<file path="config.mk">
export PLATFORM = sky130hd
export DESIGN_NAME = mem_arbiter
export DESIGN_NICKNAME = d
export VERILOG_FILES = /design/src/rtl/mem_arbiter_pkg.sv /design/src/rtl/mem_arbiter_rr_arb2.sv /design/src/rtl/mem_arbiter.sv
export SDC_FILE = /design/constraint.sdc
export NUM_CORES = 1
export LEC_CHECK = 0
export CAP_MARGIN = 40
export CORE_MARGIN = 2
export CORE_UTILIZATION = 43
export DETAILED_ROUTE_END_ITERATION = 7
export GPL_TIMING_DRIVEN = 1
export PLACE_DENSITY = 0.89
export SYNTH_ARGS = -nofsm -noshare
export SYNTH_HDL_FRONTEND = slang
export SYNTH_HIERARCHICAL = 1
export SYNTH_SLANG_ARGS = --single-unit
</file>
<file path="constraint.sdc">
create_clock -name clk -period 2.4 [get_ports clk]
set_input_delay 0.36 -clock clk [delete_from_list [all_inputs] [get_ports clk]]
set_output_delay 0.36 -clock clk [all_outputs]
set_load 0.1 [all_outputs]
</file>
<file path="src/rtl/mem_arbiter_pkg.sv">
// Shared encodings for the memory arbiter: FSM states, port ids and
// the word/byte select seen by the split even/odd memory.
package mem_arbiter_pkg;

   typedef enum logic [1:0] {
      ST_IDLE   = 2'd0,
      ST_ACCESS = 2'd1,
      ST_DONE   = 2'd2
   } state_e;

   localparam logic GRANT_IF = 1'b0;
   localparam logic GRANT_D  = 1'b1;

   localparam logic MEM_WORD = 1'b1;
   localparam logic MEM_BYTE = 1'b0;

   // A word access must start on an even byte address.
   function automatic logic is_misaligned(input logic word, input logic addr_lsb);
      return word & addr_lsb;
   endfunction

endpackage

</file>
<file path="src/rtl/mem_arbiter_rr_arb2.sv">
// Two-way round-robin grant; on a tie the port that did not win last time
// is chosen. last_grant starts at DATA so fetch wins the first tie.
module rr_arb2
   import mem_arbiter_pkg::*;
(
   input  logic clk,
   input  logic rst,
   input  logic if_req_i,
   input  logic d_req_i,
   input  logic take_i,
   output logic valid_o,
   output logic grant_o
);

   logic last_grant_q;

   always_comb begin
      valid_o = if_req_i | d_req_i;
      grant_o = GRANT_IF;
      if (if_req_i && d_req_i) begin
         grant_o = (last_grant_q == GRANT_IF) ? GRANT_D : GRANT_IF;
      end else if (d_req_i) begin
         grant_o = GRANT_D;
      end
   end

   always_ff @(posedge clk or posedge rst) begin
      if (rst) begin
         last_grant_q <= GRANT_D;
      end else if (take_i && valid_o) begin
         last_grant_q <= grant_o;
      end
   end

endmodule

</file>
<file path="src/rtl/mem_arbiter.sv">
// Sequences fetch and data accesses onto one memory: grant in IDLE, hold the
// address/control for LATENCY cycles in ACCESS, acknowledge for one cycle in DONE.
module mem_arbiter
   import mem_arbiter_pkg::*;
#(
   parameter int ADDR_W  = 16,
   parameter int DATA_W  = 16,
   parameter int LATENCY = 4
) (
   input  logic              clk,
   input  logic              reset,
   input  logic              if_req,
   input  logic [ADDR_W-1:0] if_addr,
   output logic              if_ack,
   output logic [DATA_W-1:0] if_rdata,
   input  logic              d_req,
   input  logic [ADDR_W-1:0] d_addr,
   input  logic              d_we,
   input  logic              d_word,
   input  logic [DATA_W-1:0] d_wdata,
   output logic              d_ack,
   output logic [DATA_W-1:0] d_rdata,
   output logic              d_err,
   output logic [ADDR_W-1:0] mem_addr,
   output logic [DATA_W-1:0] mem_wdata,
   output logic              mem_write_n,
   output logic              mem_word,
   input  logic [DATA_W-1:0] mem_rdata,
   output logic              busy
);

   localparam int         BYTE_W   = DATA_W / 2;
   localparam logic [3:0] CNT_INIT = 4'(LATENCY - 1);

   state_e            state_q, state_d;
   logic [3:0]        cnt_q, cnt_d;
   logic              grant_q, grant_d;
   logic              we_q, we_d;
   logic              err_q, err_d;
   logic [ADDR_W-1:0] mem_addr_q, mem_addr_d;
   logic [DATA_W-1:0] mem_wdata_q, mem_wdata_d;
   logic              mem_word_q, mem_word_d;
   logic [DATA_W-1:0] if_rdata_q, if_rdata_d;
   logic [DATA_W-1:0] d_rdata_q, d_rdata_d;

   logic idle;
   logic arb_valid;
   logic arb_grant;

   assign idle = (state_q == ST_IDLE);

   rr_arb2 u_rr_arb2 (
      .clk      (clk),
      .rst      (reset),
      .if_req_i (if_req),
      .d_req_i  (d_req),
      .take_i   (idle),
      .valid_o  (arb_valid),
      .grant_o  (arb_grant)
   );

   always_comb begin
      state_d     = state_q;
      cnt_d       = cnt_q;
      grant_d     = grant_q;
      we_d        = we_q;
      err_d       = err_q;
      mem_addr_d  = mem_addr_q;
      mem_wdata_d = mem_wdata_q;
      mem_word_d  = mem_word_q;
      if_rdata_d  = if_rdata_q;
      d_rdata_d   = d_rdata_q;

      case (state_q)
         ST_IDLE: begin
            if (arb_valid) begin
               grant_d = arb_grant;
               if (arb_grant == GRANT_D && is_misaligned(d_word, d_addr[0])) begin
                  // Rejected without touching the memory interface.
                  err_d   = 1'b1;
                  we_d    = 1'b0;
                  state_d = ST_DONE;
               end else begin
                  err_d   = 1'b0;
                  cnt_d   = CNT_INIT;
                  state_d = ST_ACCESS;
                  if (arb_grant == GRANT_IF) begin
                     mem_addr_d = if_addr;
                     mem_word_d = MEM_WORD;
                     we_d       = 1'b0;
                  end else begin
                     mem_addr_d = d_addr;
                     mem_word_d = d_word ? MEM_WORD : MEM_BYTE;
                     we_d       = d_we;
                     if (d_we) begin
                        mem_wdata_d = d_word ? d_wdata : {2{d_wdata[BYTE_W-1:0]}};
                     end
                  end
               end
            end
         end
         ST_ACCESS: begin
            if (cnt_q == 4'd0) begin
               state_d = ST_DONE;
               if (!we_q) begin
                  if (grant_q == GRANT_IF) begin
                     if_rdata_d = mem_rdata;
                  end else begin
                     d_rdata_d = mem_rdata;
                  end
               end
            end else begin
               cnt_d = cnt_q - 4'd1;
            end
         end
         ST_DONE: begin
            state_d = ST_IDLE;
         end
         default: begin
            state_d = ST_IDLE;
         end
      endcase
   end

   always_ff @(posedge clk or posedge reset) begin
      if (reset) begin
         state_q     <= ST_IDLE;
         cnt_q       <= 4'd0;
         grant_q     <= GRANT_IF;
         we_q        <= 1'b0;
         err_q       <= 1'b0;
         mem_addr_q  <= '0;
         mem_wdata_q <= '0;
         mem_word_q  <= MEM_WORD;
         if_rdata_q  <= '0;
         d_rdata_q   <= '0;
      end else begin
         state_q     <= state_d;
         cnt_q       <= cnt_d;
         grant_q     <= grant_d;
         we_q        <= we_d;
         err_q       <= err_d;
         mem_addr_q  <= mem_addr_d;
         mem_wdata_q <= mem_wdata_d;
         mem_word_q  <= mem_word_d;
         if_rdata_q  <= if_rdata_d;
         d_rdata_q   <= d_rdata_d;
      end
   end

   // The single write cycle is the last ACCESS cycle of a store.
   assign mem_write_n = !((state_q == ST_ACCESS) && (cnt_q == 4'd0) && we_q);
   assign if_ack      = (state_q == ST_DONE) && (grant_q == GRANT_IF);
   assign d_ack       = (state_q == ST_DONE) && (grant_q == GRANT_D);
   assign d_err       = d_ack && err_q;
   assign busy        = !idle;
   assign mem_addr    = mem_addr_q;
   assign mem_wdata   = mem_wdata_q;
   assign mem_word    = mem_word_q;
   assign if_rdata    = if_rdata_q;
   assign d_rdata     = d_rdata_q;

endmodule
</file>
==> results.yml, run 1 <==
logic_synthesis:
  yosysSeqAreaShare: 0.566
  yosys_most_used_dff: "dfrtp_1"
  synth.distinct_cells: 39
  share_of_yosys_cell_area_claimed_by_the_top_area_cell_type: 0.550
  synthDominantAreaCellType: "dfrtp_1"
  synth.avg_cell_area_sq_um: 13.8
  net_count_synth: 312
  fraction_of_registers_with_async_set_reset: 1.00
  synth_most_common_cell: "dfrtp_1"
  number_of_enable_flip_flop_cells_after_synthesis: 0
  synth_seq_cells: 75
  syn_inst: 241
  synth-warning-count: 6
  netlist_top_cells_count: "dfrtp_1 (73), mux2_2 (46), a21oi_1 (17), a31oi_1 (17), mux2i_1 (16)"
  combined_area_of_all_synthesized_cells_sq_um: 3320
  synth.top_cells.by_area: "dfrtp_1 (55%), mux2_2 (16%), mux2i_1 (4.8%)"
critical_path:
  crit_path_max_fanout: 5
  path_buf_inv: 2
  worst_setup_path_start_kind: "flop"
  cp_data_arrival_time_ns: 1.78
  slowest_delay_ns: 0.41
  r2r-start: "cnt_q[0]"
  crit_slowest_cell: "dfrtp_1"
  worst_r2r_path_depth: 5
  setup_slack_reg_to_reg_ns: 0.40
  worstSetupPathType: "flop to primary output"
  critical_path.cell_chain: "inv_1, ha_1, nor3b_4, nand3_1, buf_12"
  regToRegEndpoint: "d_rdata[5]"
  element_type_at_the_critical_path_end: "primary output"
  cp_top_family: "simple AND/OR/NAND/NOR gates"
  required_time_at_the_worst_slack_endpoint_ns: 2.04
clocking:
  ctsHtreeMaxLevel: 3
  tritoncts.num_buffers: 9
  cts_root_buffer: "clkbuf_8"
  numClockSinks: 75
  clk_transition_reported_paths_ns: 0.07
  cts_resized: 0
  post-cts-setup-buffer-count: 0
  cts_hold_repair.buffers: 0
  clk_latency_ns: 0.33
  max-clock-path-buffers: 2
  cts_tree: "built"
sta:
  setup_viol: 0
  final_hold_viol_count: 0
  rsz_0062_raised_after_global_routing: "false"
  final.period_utilization: 0.893
  tightestPinTransition_ns: 0.614
  final.setup_skew_ns: 0.00970
  finalSetupTns_ns: 0
  finalCriticalPeriod_ns: 2.14
  maxSlewHeadroom: 0.590
  maxSlewViolCount: 0
  peak_freq_mhz: 466
status:
  outcome: "complete, no violations"
final_layout:
  area_growth_pct: 46.5
  finalNetCount: 458
  fin_area_sq_um: 4870
  post_route_cells_drive_above_1_share: 0.426
  antenna_cells_inserted: 0
routing:
  wirelength_microns: 7700
  detail_route.iter0.violations: 75
  drt-wirelength-per-cell_microns: 15.6
  drt_drc_violations_left: 0
  via_count: 2538
  route.antenna.remaining_nets: 0
  drt_pre_antenna_iters: 4
  via_per_inst: 5.14
floorplan:
  row_count: 32
  start_util: 0.437
  design.die.area_sq_um: 8450
  die-width_microns: 91.9
  core_sq_um: 7610
  chipHeight_microns: 91.9
  pin_count: 140
global_routing:
  grt_first_pass_wirelength_microns: 12600
  grt_pass1_vias: 2688
  total_routing_usage_gr: 0.187
  grt_start_max_net_pins: 29
  grt_overflow_total: 0
  antenna_found_initial: 0
worst_hold_path:
  hold_path.class: "primary input to asynchronous set/reset pin"
placement:
  postPlaceCellArea_sq_um: 4700
  place_hpwl_microns: 5900
  place_congestion: 0.775
  port_buffers: 139
flow_run:
  maxCapViolCount: 0
## per-stage QoR
step	util	worst slack (ns)	instances	hold WS, ns
4_1_cts	0.640	0.229	494	0.357
2_1_floorplan	-	0.140	241	0.250
3_5_place_dp	0.618	0.230	478	0.465
6_report	0.640	0.256	494	0.374
3_3_place_gp	0.618	0.286	478	0.450
5_1_grt	0.640	0.144	494	0.387
## logic make-up (layout without fill, tap and decap cells)
kind of cell,after synthesis,count (layout),share of synthesized area
AO/OA/AOI/OAI,46,46,0.0866
AND/OR/NAND/NOR,28,28,0.0655
multiplexers,72,72,0.249
flip-flops,75,75,0.566
buffers and inverters,19,170,0.0294
adder cells (fa/ha/maj),1,1,0.00376
## worst reg2reg max path: cells and delay by family, from the launching register on
kind	cells	cell delay (ns)
adders and majority gates	1	0.19
buffers and inverters	1	0.08
DFF	1	0.41
muxes	1	0.43
and+or+nand+nor	2	0.77
## cells in the final DEF, fill, tap and decap left out, types with 2 or more instances in the layout
cell	count
a21oi_1	17
a2bb2oi_1	2
inv_1	5
mux2_2	46
clkinv_2	4
dfrtp_1	73
clkinv_4	2
clkbuf_8	9
nor2_1	3
a31oi_1	17
mux2_4	10
a211oi_1	2
clkdlybuf4s50_1	69
nor3b_2	2
nand2b_1	3
mux2i_1	16
a31o_2	2
dfstp_2	2
buf_4	77
nand2_1	7
buf_12	2
## how the worst max path moves through the flow
stage                     to  depth (start not counted)        from
2_1_floorplan          d_err                          2  state_q[0]
3_3_place_gp    mem_wdata[6]                          5      if_req
3_5_place_dp   mem_wdata[11]                          5      if_req
4_1_cts          mem_write_n                          5    cnt_q[0]
5_1_grt          mem_write_n                          5    cnt_q[0]
6_report         mem_write_n                          5    cnt_q[0]
## metal layers
metal  GRT usage  up-vias  share of wire
met3      0.0468        8          0.059
met1       0.223     1262           0.41
met5           0        -              0
li1            -     1176              -
met2       0.332       92           0.52
met4      0.0560        0         0.0097
## cell type report
type,instances,area (sq um)
timing repair buffer,148,1310
clock buffer,9,124
inverter,6,22.5
multi-input combinational,147,1360
fill,615,2740
clock inverter,7,45.0
sequential,75,1880
tap,102,128
## state kept, by name, indices dropped and copies added, names as in the netlist
name,flops
cnt_q,4
d_rdata,16
err_q,1
grant_q,1
if_rdata,16
mem_addr,16
mem_wdata,16
mem_word,1
state_q,2
u_rr_arb2/last_grant_q,1
we_q,1
Power of run 1 is left out: the tool's default activity adds up to more than one toggle a clock period on the data nets, which glitch-free logic cannot reach.
==> run 2: changes to the inputs <==
--- a/config.mk
+++ b/config.mk
@@ -11,6 +11,7 @@
 export DETAILED_ROUTE_END_ITERATION = 7
 export GPL_TIMING_DRIVEN = 1
 export PLACE_DENSITY = 0.89
+export RECOVER_POWER = 100
 export SYNTH_ARGS = -nofsm -noshare
 export SYNTH_HDL_FRONTEND = slang
 export SYNTH_HIERARCHICAL = 1
==> results.yml, run 2 (same netlist as run 1, synthesis figures left out) <==
status:
  outcome: "complete, no violations"
critical_path:
  cp_data_arrival_time_ns: 2.40
  crit_path_max_fanout: 17
  element_type_at_the_critical_path_end: "flop"
  setup_slack_reg_to_reg_ns: 0.31
  worstSetupPathType: "primary input to flop"
  worst_setup_path_start_kind: "primary input"
  required_time_at_the_worst_slack_endpoint_ns: 2.62
floorplan:
  chipHeight_microns: 91.9
  core_sq_um: 7610
  design.die.area_sq_um: 8450
  row_count: 32
  pin_count: 140
  start_util: 0.437
  die-width_microns: 91.9
global_routing:
  grt_overflow_total: 0
  grt_first_pass_wirelength_microns: 12600
  antenna_found_initial: 0
  grt_start_max_net_pins: 29
  grt_pass1_vias: 2688
  total_routing_usage_gr: 0.187
routing:
  drt-wirelength-per-cell_microns: 15.6
  detail_route.iter0.violations: 59
  route.antenna.remaining_nets: 0
  via_per_inst: 5.12
  via_count: 2527
  drt_pre_antenna_iters: 4
  wirelength_microns: 7730
  drt_drc_violations_left: 0
clocking:
  ctsHtreeMaxLevel: 3
  clk_transition_reported_paths_ns: 0.08
  post-cts-setup-buffer-count: 0
  clk_latency_ns: 0.33
  cts_hold_repair.buffers: 0
  cts_resized: 0
  max-clock-path-buffers: 2
  cts_tree: "built"
  cts_root_buffer: "clkbuf_8"
  tritoncts.num_buffers: 9
  numClockSinks: 75
final_layout:
  post-route-util: 0.597
  antenna_cells_inserted: 0
  fin_area_sq_um: 4540
  n_fill_cell: 695
  most-common-layout-cells: "dfrtp_1 (73), clkdlybuf4s50_1 (68), clkbuf_1 (64)"
  area_growth_pct: 36.7
  most_common_library_cell_in_the_layout_ignoring_fill_and_taps: "dfrtp_1"
  post_route_cells_drive_above_1_share: 0.232
  layout.cells.non_filler: 494
  finalNetCount: 458
sta:
  final_hold_viol_count: 0
  final.setup_skew_ns: 0.00812
  finalSetupTns_ns: 0
  rsz_0062_raised_after_global_routing: "false"
  final.period_utilization: 0.910
  setup_viol: 0
  maxSlewViolCount: 0
  tightestPinTransition_ns: 1.20
  maxSlewHeadroom: 0.202
  peak_freq_mhz: 458
  finalCriticalPeriod_ns: 2.18
placement:
  postPlaceCellArea_sq_um: 4700
  post-place-cells: 478
  place_congestion: 0.775
  place_hpwl_microns: 5900
  port_buffers: 139
worst_hold_path:
  hold_path.class: "flop to flop"
flow_run:
  maxCapViolCount: 0
-- run 2: worst max-delay path, stage by stage --
cell             delay, ns
clkdlybuf4s50_1       0.50
a21boi_0              0.59
nand3_2               0.21
clkbuf_2              0.30
o2bb2ai_1             0.22
o21ba_2               0.22
-- run 2: worst paths after layout --
path,start,endpoint,depth (start not counted)
worst min register to register,mem_word,mem_word,2
worst min-delay path,mem_word,mem_word,2
max in group asynchronous,reset,d_rdata[15],3
worst max register to register,cnt_q[0],if_rdata[3],5
worst max-delay path,d_req,cnt_q[0],6
min in group asynchronous,reset,u_rr_arb2/last_grant_q,2
-- run 2: routing by layer --
layer | vias to the layer above | global-route usage | routed length [microns]
li1 | 1178 | - | -
met1 | 1250 | 0.223 | 3230
met2 | 91 | 0.332 | 3970
met3 | 8 | 0.0468 | 450
met4 | 0 | 0.0560 | 74
met5 | - | 0 | 0
-- run 2: final cells by class --
| cell class | instances | area, sq um | share of cell area |
|---|---|---|---|
| inverter | 6 | 22.5 | 0.00496 |
| clock inverter | 7 | 45.0 | 0.00991 |
| timing repair buffer | 148 | 1040 | 0.229 |
| tap | 102 | 128 | 0.0281 |
| sequential | 75 | 1880 | 0.414 |
| clock buffer | 9 | 124 | 0.0273 |
| multi-input combinational | 147 | 1310 | 0.287 |
-- run 2: per-stage QoR --
step                hold WS (ns)  setup WS, ns
floorplan                  0.250         0.140
global placement           0.450         0.286
detailed placement         0.465         0.230
CTS                        0.357         0.229
global route               0.496        0.0755
finish                     0.473         0.216
Power of run 2 is left out for the same reason.
